==> src/rtl/frame_split2_if.sv <==
// Stream bundle for frame_split2: one paired input stream (A and B samples
// sharing a single valid/ready) and two independent output streams.
//
// Handshake semantics on every stream: a beat transfers on a rising clk edge
// where valid and ready are both high. Once valid is raised it stays high,
// with data and last held stable, until that transfer; ready may be driven
// combinationally from downstream state.
//
// Sample data is carried as raw two's-complement bit vectors.
interface frame_split2_if #(
  parameter int ADW = 24,
  parameter int BDW = 18,
  parameter int FLW = 16
);
  // Frame control
  logic [FLW-1:0] frame_len;
  logic           frame_done;

  // Paired input stream
  logic [ADW-1:0] s_axis_atdata;
  logic [BDW-1:0] s_axis_btdata;
  logic           s_axis_tvalid;
  logic           s_axis_tready;

  // A output stream
  logic [ADW-1:0] m_axis_atdata;
  logic           m_axis_atvalid;
  logic           m_axis_atlast;
  logic           m_axis_atready;

  // B output stream
  logic [BDW-1:0] m_axis_btdata;
  logic           m_axis_btvalid;
  logic           m_axis_btlast;
  logic           m_axis_btready;

  // Debug view of the frame tracker (beat counter and latched length)
  logic [FLW-1:0] dbg_beat_cnt;
  logic [FLW-1:0] dbg_len;

  // Block side: consumes the paired stream, produces the split streams.
  modport slave (
    input  frame_len,
    input  s_axis_atdata,
    input  s_axis_btdata,
    input  s_axis_tvalid,
    output s_axis_tready,
    output m_axis_atdata,
    output m_axis_atvalid,
    output m_axis_atlast,
    input  m_axis_atready,
    output m_axis_btdata,
    output m_axis_btvalid,
    output m_axis_btlast,
    input  m_axis_btready,
    output frame_done,
    output dbg_beat_cnt,
    output dbg_len
  );

  // Environment side: drives the paired stream and the downstream readies.
  modport master (
    output frame_len,
    output s_axis_atdata,
    output s_axis_btdata,
    output s_axis_tvalid,
    input  s_axis_tready,
    input  m_axis_atdata,
    input  m_axis_atvalid,
    input  m_axis_atlast,
    output m_axis_atready,
    input  m_axis_btdata,
    input  m_axis_btvalid,
    input  m_axis_btlast,
    output m_axis_btready,
    input  frame_done,
    input  dbg_beat_cnt,
    input  dbg_len
  );
endinterface

==> src/rtl/frame_split2.sv <==
// frame_split2: accepts A/B sample pairs on one stream and fans them out to
// two independently draining one-entry register slices. A beat counter tracks
// frame position so both outputs carry the same last marker, and frame_done
// pulses one cycle after the last beat of a frame is accepted.
module frame_split2 #(
  parameter int ADW = 24,
  parameter int BDW = 18,
  parameter int FLW = 16
) (
  input  logic          clk,
  input  logic          rst,   // asynchronous, active low
  frame_split2_if.slave bus
);

  // Output slice state
  logic [ADW-1:0] a_data_q;
  logic           a_valid_q;
  logic           a_last_q;
  logic [BDW-1:0] b_data_q;
  logic           b_valid_q;
  logic           b_last_q;

  // Frame tracking state
  logic [FLW-1:0] beat_cnt_q;
  logic [FLW-1:0] len_q;
  logic           done_q;

  // Combinational control
  logic           a_drain;
  logic           b_drain;
  logic           s_ready;
  logic           accept;
  logic [FLW-1:0] eff_len;
  logic           beat_last;

  // Handshake decode: a new pair is taken only when both slices are empty or
  // emptying this cycle, so A and B always load on the same edge.
  always_comb begin
    a_drain = a_valid_q && bus.m_axis_atready;
    b_drain = b_valid_q && bus.m_axis_btready;
    s_ready = (!a_valid_q || bus.m_axis_atready) &&
              (!b_valid_q || bus.m_axis_btready);
    accept  = bus.s_axis_tvalid && s_ready;
  end

  // Frame length in force for the current beat: the first beat of a frame
  // uses the live input (zero meaning one), later beats use the latched value
  // so mid-frame changes are ignored. The counter only reaches len-1, so a
  // length of all-ones never wraps before last.
  always_comb begin
    eff_len = len_q;
    if (beat_cnt_q == '0) begin
      eff_len = (bus.frame_len == '0) ? FLW'(1) : bus.frame_len;
    end
    beat_last = (beat_cnt_q == (eff_len - FLW'(1)));
  end

  // A slice: load on acceptance, clear valid once the downstream takes it.
  always_ff @(posedge clk or negedge rst) begin
    if (!rst) begin
      a_data_q  <= '0;
      a_last_q  <= 1'b0;
      a_valid_q <= 1'b0;
    end else if (accept) begin
      a_data_q  <= bus.s_axis_atdata;
      a_last_q  <= beat_last;
      a_valid_q <= 1'b1;
    end else if (a_drain) begin
      a_valid_q <= 1'b0;
    end
  end

  // B slice: same as A, draining on its own ready.
  always_ff @(posedge clk or negedge rst) begin
    if (!rst) begin
      b_data_q  <= '0;
      b_last_q  <= 1'b0;
      b_valid_q <= 1'b0;
    end else if (accept) begin
      b_data_q  <= bus.s_axis_btdata;
      b_last_q  <= beat_last;
      b_valid_q <= 1'b1;
    end else if (b_drain) begin
      b_valid_q <= 1'b0;
    end
  end

  // Beat counter and length latch: advance per accepted pair, restart after
  // the last beat, capture the effective length on the first beat.
  always_ff @(posedge clk or negedge rst) begin
    if (!rst) begin
      beat_cnt_q <= '0;
      len_q      <= '0;
    end else if (accept) begin
      if (beat_cnt_q == '0) begin
        len_q <= eff_len;
      end
      if (beat_last) begin
        beat_cnt_q <= '0;
      end else begin
        beat_cnt_q <= beat_cnt_q + FLW'(1);
      end
    end
  end

  // Registered end-of-frame pulse, high the cycle after the last beat is taken.
  always_ff @(posedge clk or negedge rst) begin
    if (!rst) begin
      done_q <= 1'b0;
    end else begin
      done_q <= accept && beat_last;
    end
  end

  // Port drive
  assign bus.s_axis_tready  = s_ready;
  assign bus.m_axis_atdata  = a_data_q;
  assign bus.m_axis_atvalid = a_valid_q;
  assign bus.m_axis_atlast  = a_last_q;
  assign bus.m_axis_btdata  = b_data_q;
  assign bus.m_axis_btvalid = b_valid_q;
  assign bus.m_axis_btlast  = b_last_q;
  assign bus.frame_done     = done_q;
  assign bus.dbg_beat_cnt   = beat_cnt_q;
  assign bus.dbg_len        = len_q;

endmodule

==> src/flat_wrapper.sv <==
// flat-port wrapper written by rule: the top's interface ports become plain ports
module frame_split2_flat 
#(
  parameter int ADW = 24,
  parameter int BDW = 18,
  parameter int FLW = 16
)
  (clk, rst, bus_frame_len, bus_s_axis_atdata, bus_s_axis_btdata, bus_s_axis_tvalid, bus_s_axis_tready, bus_m_axis_atdata, bus_m_axis_atvalid, bus_m_axis_atlast, bus_m_axis_atready, bus_m_axis_btdata, bus_m_axis_btvalid, bus_m_axis_btlast, bus_m_axis_btready, bus_frame_done, bus_dbg_beat_cnt, bus_dbg_len);
  frame_split2_if #(.ADW(ADW), .BDW(BDW), .FLW(FLW)) bus_i ();
  input  logic clk;
  input  logic rst;
  input wire logic [$bits(bus_i.frame_len)-1:0] bus_frame_len;
  input wire logic [$bits(bus_i.s_axis_atdata)-1:0] bus_s_axis_atdata;
  input wire logic [$bits(bus_i.s_axis_btdata)-1:0] bus_s_axis_btdata;
  input wire logic [$bits(bus_i.s_axis_tvalid)-1:0] bus_s_axis_tvalid;
  output wire logic [$bits(bus_i.s_axis_tready)-1:0] bus_s_axis_tready;
  output wire logic [$bits(bus_i.m_axis_atdata)-1:0] bus_m_axis_atdata;
  output wire logic [$bits(bus_i.m_axis_atvalid)-1:0] bus_m_axis_atvalid;
  output wire logic [$bits(bus_i.m_axis_atlast)-1:0] bus_m_axis_atlast;
  input wire logic [$bits(bus_i.m_axis_atready)-1:0] bus_m_axis_atready;
  output wire logic [$bits(bus_i.m_axis_btdata)-1:0] bus_m_axis_btdata;
  output wire logic [$bits(bus_i.m_axis_btvalid)-1:0] bus_m_axis_btvalid;
  output wire logic [$bits(bus_i.m_axis_btlast)-1:0] bus_m_axis_btlast;
  input wire logic [$bits(bus_i.m_axis_btready)-1:0] bus_m_axis_btready;
  output wire logic [$bits(bus_i.frame_done)-1:0] bus_frame_done;
  output wire logic [$bits(bus_i.dbg_beat_cnt)-1:0] bus_dbg_beat_cnt;
  output wire logic [$bits(bus_i.dbg_len)-1:0] bus_dbg_len;
  assign bus_i.frame_len = bus_frame_len;
  assign bus_i.s_axis_atdata = bus_s_axis_atdata;
  assign bus_i.s_axis_btdata = bus_s_axis_btdata;
  assign bus_i.s_axis_tvalid = bus_s_axis_tvalid;
  assign bus_s_axis_tready = bus_i.s_axis_tready;
  assign bus_m_axis_atdata = bus_i.m_axis_atdata;
  assign bus_m_axis_atvalid = bus_i.m_axis_atvalid;
  assign bus_m_axis_atlast = bus_i.m_axis_atlast;
  assign bus_i.m_axis_atready = bus_m_axis_atready;
  assign bus_m_axis_btdata = bus_i.m_axis_btdata;
  assign bus_m_axis_btvalid = bus_i.m_axis_btvalid;
  assign bus_m_axis_btlast = bus_i.m_axis_btlast;
  assign bus_i.m_axis_btready = bus_m_axis_btready;
  assign bus_frame_done = bus_i.frame_done;
  assign bus_dbg_beat_cnt = bus_i.dbg_beat_cnt;
  assign bus_dbg_len = bus_i.dbg_len;
  frame_split2 #(.ADW(ADW), .BDW(BDW), .FLW(FLW)) u_core (.clk(clk), .rst(rst), .bus(bus_i));
endmodule
==> config.mk <==
export PLATFORM = sky130hd
export DESIGN_NAME = frame_split2_flat
export DESIGN_NICKNAME = d
export VERILOG_FILES = /design/src/rtl/frame_split2_if.sv /design/src/rtl/frame_split2.sv /design/src/flat_wrapper.sv
export SDC_FILE = /design/constraint.sdc
export NUM_CORES = 1
export LEC_CHECK = 0
export BUFFER_PORTS_ARGS = -buffer_cell sky130_fd_sc_hd__buf_2
export CAP_MARGIN = 20
export CORE_ASPECT_RATIO = 0.5
export CORE_MARGIN = 3
export CORE_UTILIZATION = 40
export DETAILED_ROUTE_END_ITERATION = 8
export GPL_ROUTABILITY_DRIVEN = 0
export PLACE_DENSITY = 0.65
export SYNTH_ARGS = -nofsm -noshare
export SYNTH_HDL_FRONTEND = slang
export SYNTH_SLANG_ARGS = --single-unit
==> constraint.sdc <==
create_clock -name clk -period 5.3 [get_ports clk]
set_clock_uncertainty 0.05 [all_clocks]
set_input_delay 0.795 -clock clk [delete_from_list [all_inputs] [get_ports clk]]
set_output_delay 0.795 -clock clk [all_outputs]
set_load 0.01 [all_outputs]
### Word level (Yosys, flattened, before mapping)

Index checks and enable logic that the tools add are counted.

| operators by class | value |
|---|---|
| order comparisons | 0 |
| shift-type cells | 0 |
| add/sub/neg operators | 2 |
| reduce and logical (&&, ||, !) cells | 14 |
| multiply operators | 0 |
| equality and inequality tests | 1 |
| bitwise operators | 0 |
| div/mod/pow operators | 0 |
| multiplexer cells | 7 |

Operators by type and width:

| kind | count |
|---|---|
| $mux 16 | 3 |
| $logic_not 16->1 | 2 |
| $add 16x1->16 const B | 1 |
| $eq 16x16->1 | 1 |
| $sub 16x1->16 const B | 1 |
| $logic_and 1x1->1 | 5 |
| $mux 1 | 4 |
| $reduce_bool 2->1 | 2 |
| $logic_not 1->1 | 2 |
| $logic_or 1x1->1 | 2 |
| $reduce_and 2->1 | 1 |

| word-level totals | value |
|---|---|
| bits in latches | 0 |
| bits of input ports | 63 |
| bits in writable memories | 0 |
| memories kept | 0 |
| output and inout port bits | 80 |
| memory bits (read-only) | 0 |
| flip-flop bits (word level) | 78 |
| logic and storage cells | 32 |

### Longest topological paths before layout

| logic depth | value |
|---|---|
| depth in word-level cells | 6 |
| gate-level depth with buffers | 17 |
| mapped depth without buffers | 14 |

### Worst setup path after synthesis

No wires, ideal clock.

| timing | value |
|---|---|
| path kind | register -> register |
| start point | register u_core.beat_cnt_q[0], in the netlist u_core.bus.dbg_beat_cnt[0] |
| end point | register u_core.beat_cnt_q[4], in the netlist u_core.bus.dbg_beat_cnt[4] |
| cell stages (with the launch flop) | 16 |
| data arrival time | 3611 ps |
| required time | 5129 ps |
| setup time | 121 ps |
| clock period less this slack | 3783 ps |
| buffers on the path | 1 |
| slack | 1517 ps |
| cell sequence | dfrtp_1 > inv_1 > ha_1 > nor4b_4 > and4_1 > buf_4 > mux2i_1 > ha_1 > or3b_2 > nor4_1 > xnor2_1 > a22oi_1 > xnor2_1 > nand3_1 > or4_1 > o2bb2ai_1 |

| on the way | value |
|---|---|
| cells in the longest elaborated chain, start to end | 5 |
| elaborated cells on any way between the ends | 6 |
| those cells by class | 2 x add/sub; 1 x eq/ne; 2 x mux; 1 x reduce/logical |

RTL lines:

| element | line | RTL |
|---|---|---|
| from (decl) | frame_split2.sv:24 | `logic [FLW-1:0] beat_cnt_q;` |
| from (signal assigned) | frame_split2.sv:101 | `beat_cnt_q <= beat_cnt_q + FLW'(1);` |
| $logic_not 16->1 | frame_split2.sv:52 | `if (beat_cnt_q == '0) begin` |
| $mux 16 | frame_split2.sv:52 |  |
| $sub 16x1->16 | frame_split2.sv:55 | `beat_last = (beat_cnt_q == (eff_len - FLW'(1)));` |
| $eq 16x16->1 | frame_split2.sv:55 |  |
| $mux 16 * | frame_split2.sv:98 | `if (beat_last) begin` |

Every way passes the cells marked *; elsewhere a longest branch is shown, timed or not.
A chain may end at the register's enable or synchronous reset.

### Final worst setup path

| timing | value |
|---|---|
| start point | register u_core.beat_cnt_q[0], in the netlist u_core.bus.dbg_beat_cnt[0] |
| end point | register u_core.beat_cnt_q[14], in the netlist u_core.bus.dbg_beat_cnt[14] |

The elaborated chain is that of the path after synthesis.

==> flow_metrics.tcl <==
set metrics [dict create \
    outcome "finished clean" \
    fin_crit_sh_pct 81.0 \
    pwr_density_cell_nw_per_um2 487 \
    die_h_um 80.4 \
    drive_above_1_share_pct 30.8 \
    synthToLayoutAreaGrowth_pct 26.4 \
    path_class "reg2reg" \
    synth_cell_types 61 \
    layout.nets 691 \
    fp.dieW_um 155 \
    fmax_ghz 0.233 \
    fin_cells 770 \
    fin_crit_ns 4.29 \
    clock-root-buffer "clkbuf_16" \
    final_antenna_net_count 0 \
    maxCapViolCount 0 \
    tightest_slew_ns 0.816 \
    ys_seq_area_share_pct 44.1 \
    synth.most_common_cell "nand2_1" \
    ff2ff_path_depth 14 \
    antenna_cells 0 \
    cts_buffers 9 \
    yosysWarnings 0 \
    drc 0 \
    core_sq_um 10500 \
    grt_overflow 0 \
    rsz0062_at_grt "false" \
    synthTopCellsByCount "151 x nand2_1, 78 x dfrtp_1, 26 x nor2_1" \
    start_util_pct 42.3 \
    post_cts_buffers 0 \
    synth-compound-area-share_pct 10.5 \
    insertion_delay_ns 0.33 \
    grt_pass1_wl_um 19700 \
    portBuffers 142 \
    slew_violations 0 \
    syn-instance-count 496 \
    placedCellCount 753 \
    clockBufferDepth 2 \
    p_sw_uw 1020 \
    hpwl_um 8350 \
    synthXorXnorAreaFrac_pct 5.74 \
    netlist_area_sq_um 4430 \
    syn-num-nets 562 \
    reg2reg_from "u_core.bus.dbg_beat_cnt[0]" \
    cellLeakagePower_uw 0.00283 \
    synth_edf_count 0 \
    cts_tree "yes" \
    maxSlewHeadroom_pct 45.1 \
    seq_power_share_pct 33.6 \
    synth_top_family_by_area "simple AND/OR/NAND/NOR gates" \
    intPower_uw 1700 \
    rows 26 \
    startpoint_type "flip-flop" \
    ys_top_cells_by_area "dfrtp_1 44%, nand2_1 13%, mux2_2 3.8%, xor2_1 3.0%, xnor2_1 2.8%" \
    r2r_end "u_core.bus.dbg_beat_cnt[14]" \
    clkPwrFrac_pct 26.8 \
    viasPerCell 5.14 \
    finalSetupViolCount 0 \
    cts_resized 0 \
    htreeDepth 3 \
    required_ns 5.44 \
    synth_flop_cell "dfrtp_1" \
    synth_top_area_share_pct 44.1 \
    path_clk_slew_ns 0.06 \
    synth_top_area_cell "dfrtp_1" \
    ios 143 \
    fin_util_pct 53.4 \
    cts_sinks 78 \
    reg2reg_slack_ns 1.01 \
    grt_antenna_before_repair 0 \
    tns_ns 0 \
    pwr-share-comb_pct 39.6 \
    vias 3959 \
    synth_simple_gate_area_share_pct 28.9 \
    avgSynthCellArea_sq_um 8.93 \
    crit_path_end_kind "flip-flop" \
    synth-seq-cells 78 \
    synthArstFlopShare_pct 100 \
    hold_viol_final 0 \
    synthMuxAreaShare_pct 6.02 \
    cp_max_fo 12 \
    swShare_pct 37.6 \
    wire_per_inst_um 15.3 \
    drtIter0Drc 223 \
    synth-adder-area-share_pct 0.848 \
    grt_max_degree 79 \
    arrival_ns 4.44 \
    drt-total-wl_um 11800 \
    firstDrtPassIters 4 \
    hp-class "in2async" \
    grt_pass1_vias 3771 \
    die_area_sq_um 12400 \
    ir_worst_vdd_mv 0.163 \
    grtUsageTotal_pct 19.6 \
    cts-hold-fix-buffers 0 \
]
critical path, stage by stage (launching register included):
cell,delay (ns)
dfrtp_1,0.46
inv_1,0.11
ha_1,0.16
nor4b_4,0.26
and4_1,0.29
mux2i_1,0.32
ha_1,0.30
or3b_1,0.50
o31ai_1,0.31
nand3_1,0.13
o21ai_0,0.15
o211ai_1,0.13
nor4bb_1,0.36
and3_1,0.51
nor2_1,0.11
registers in the layout, indices dropped and copies added (netlist names):
name	cells
u_core.bus.m_axis_atvalid	1
u_core.bus.dbg_beat_cnt	16
u_core.bus.dbg_len	16
u_core.bus.m_axis_atdata	24
u_core.bus.m_axis_btvalid	1
u_core.bus.m_axis_atlast	1
u_core.bus.m_axis_btdata	18
u_core.bus.frame_done	1
worst max path at each step:
stage	end	slack, ns	startpoint	cells past startpoint
floorplan	u_core.bus.dbg_beat_cnt[4]	1.52	u_core.bus.dbg_beat_cnt[0]	15
global placement	u_core.bus.dbg_beat_cnt[13]	1.11	bus_frame_len[8]	13
finish	u_core.bus.dbg_beat_cnt[14]	1.01	u_core.bus.dbg_beat_cnt[0]	14
detailed placement	u_core.bus.dbg_beat_cnt[5]	1.05	bus_frame_len[8]	13
CTS	u_core.bus.dbg_beat_cnt[14]	1.05	u_core.bus.dbg_beat_cnt[0]	14
global route	u_core.bus.dbg_beat_cnt[4]	0.57	u_core.bus.dbg_beat_cnt[0]	14
cell type report:
| cell class | count | area (sq um) |
|---|---|---|
| Clock buffer | 10 | 239 |
| Clock inverter | 6 | 115 |
| Fill cell | 1020 | 4880 |
| Inverter | 7 | 26.3 |
| Multi-Input combinational cell | 380 | 2300 |
| Sequential cell | 78 | 1950 |
| Tap cell | 140 | 175 |
| Timing Repair Buffer | 149 | 786 |
cells in the final DEF (no fill, tap or decap), types with 5 or more instances in the layout:
master / Yosys / final
a21oi_1: 9 / 9
a22oi_1: 5 / 5
and4_1: 5 / 5
buf_2: 5 / 141
buf_4: 3 / 7
clkbuf_16: 0 / 9
dfrtp_1: 78 / 78
inv_1: 7 / 7
mux2_2: 15 / 15
mux2i_1: 6 / 6
nand2_1: 151 / 151
nand2b_1: 5 / 5
nand3_1: 15 / 15
nand4_1: 5 / 5
nor2_1: 26 / 26
nor3_1: 12 / 12
nor4_1: 9 / 9
o21ai_0: 10 / 10
or4_1: 6 / 6
xnor2_1: 14 / 14
xor2_1: 15 / 15
metrics by stage:
step | power (uW) | hold slack (ns) | area [sq um] | setup WS, ns
3_5_place_dp | 2000 | 0.407 | 5210 | 1.05
6_report | 2730 | 0.281 | 5600 | 1.01
2_1_floorplan | 1640 | 0.449 | 4430 | 1.52
4_1_cts | 2750 | 0.423 | 5570 | 1.05
5_1_grt | 2910 | 0.281 | 5600 | 0.570
3_3_place_gp | 1980 | 0.403 | 5210 | 1.11
per-layer routing:
metal,routed length [um],global-route usage [%]
met1,5630,27.0
met3,684,5.01
met2,5320,31.3
met5,0,0
met4,146,4.58
power groups by stage:
stage	clock, uW	sequential (uW)	combinational (uW)
finish	730	916	1080
global route	775	946	1190
CTS	751	916	1080
detailed placement	0	923	1070
global placement	0	922	1060
floorplan	0	928	716
cells by family (layout without fill, tap and decap cells):
| family | count (synthesis) | count (layout) |
|---|---|---|
| AOI/OAI and AO/OA | 64 | 64 |
| xor gates and xnor gates | 29 | 29 |
| adders and majority gates | 3 | 3 |
| buffers and inverters | 38 | 172 |
| DFF | 78 | 78 |
| muxes | 23 | 23 |
| and+or+nand+nor | 261 | 261 |
Note: power is estimated with default switching activity, not from simulation.
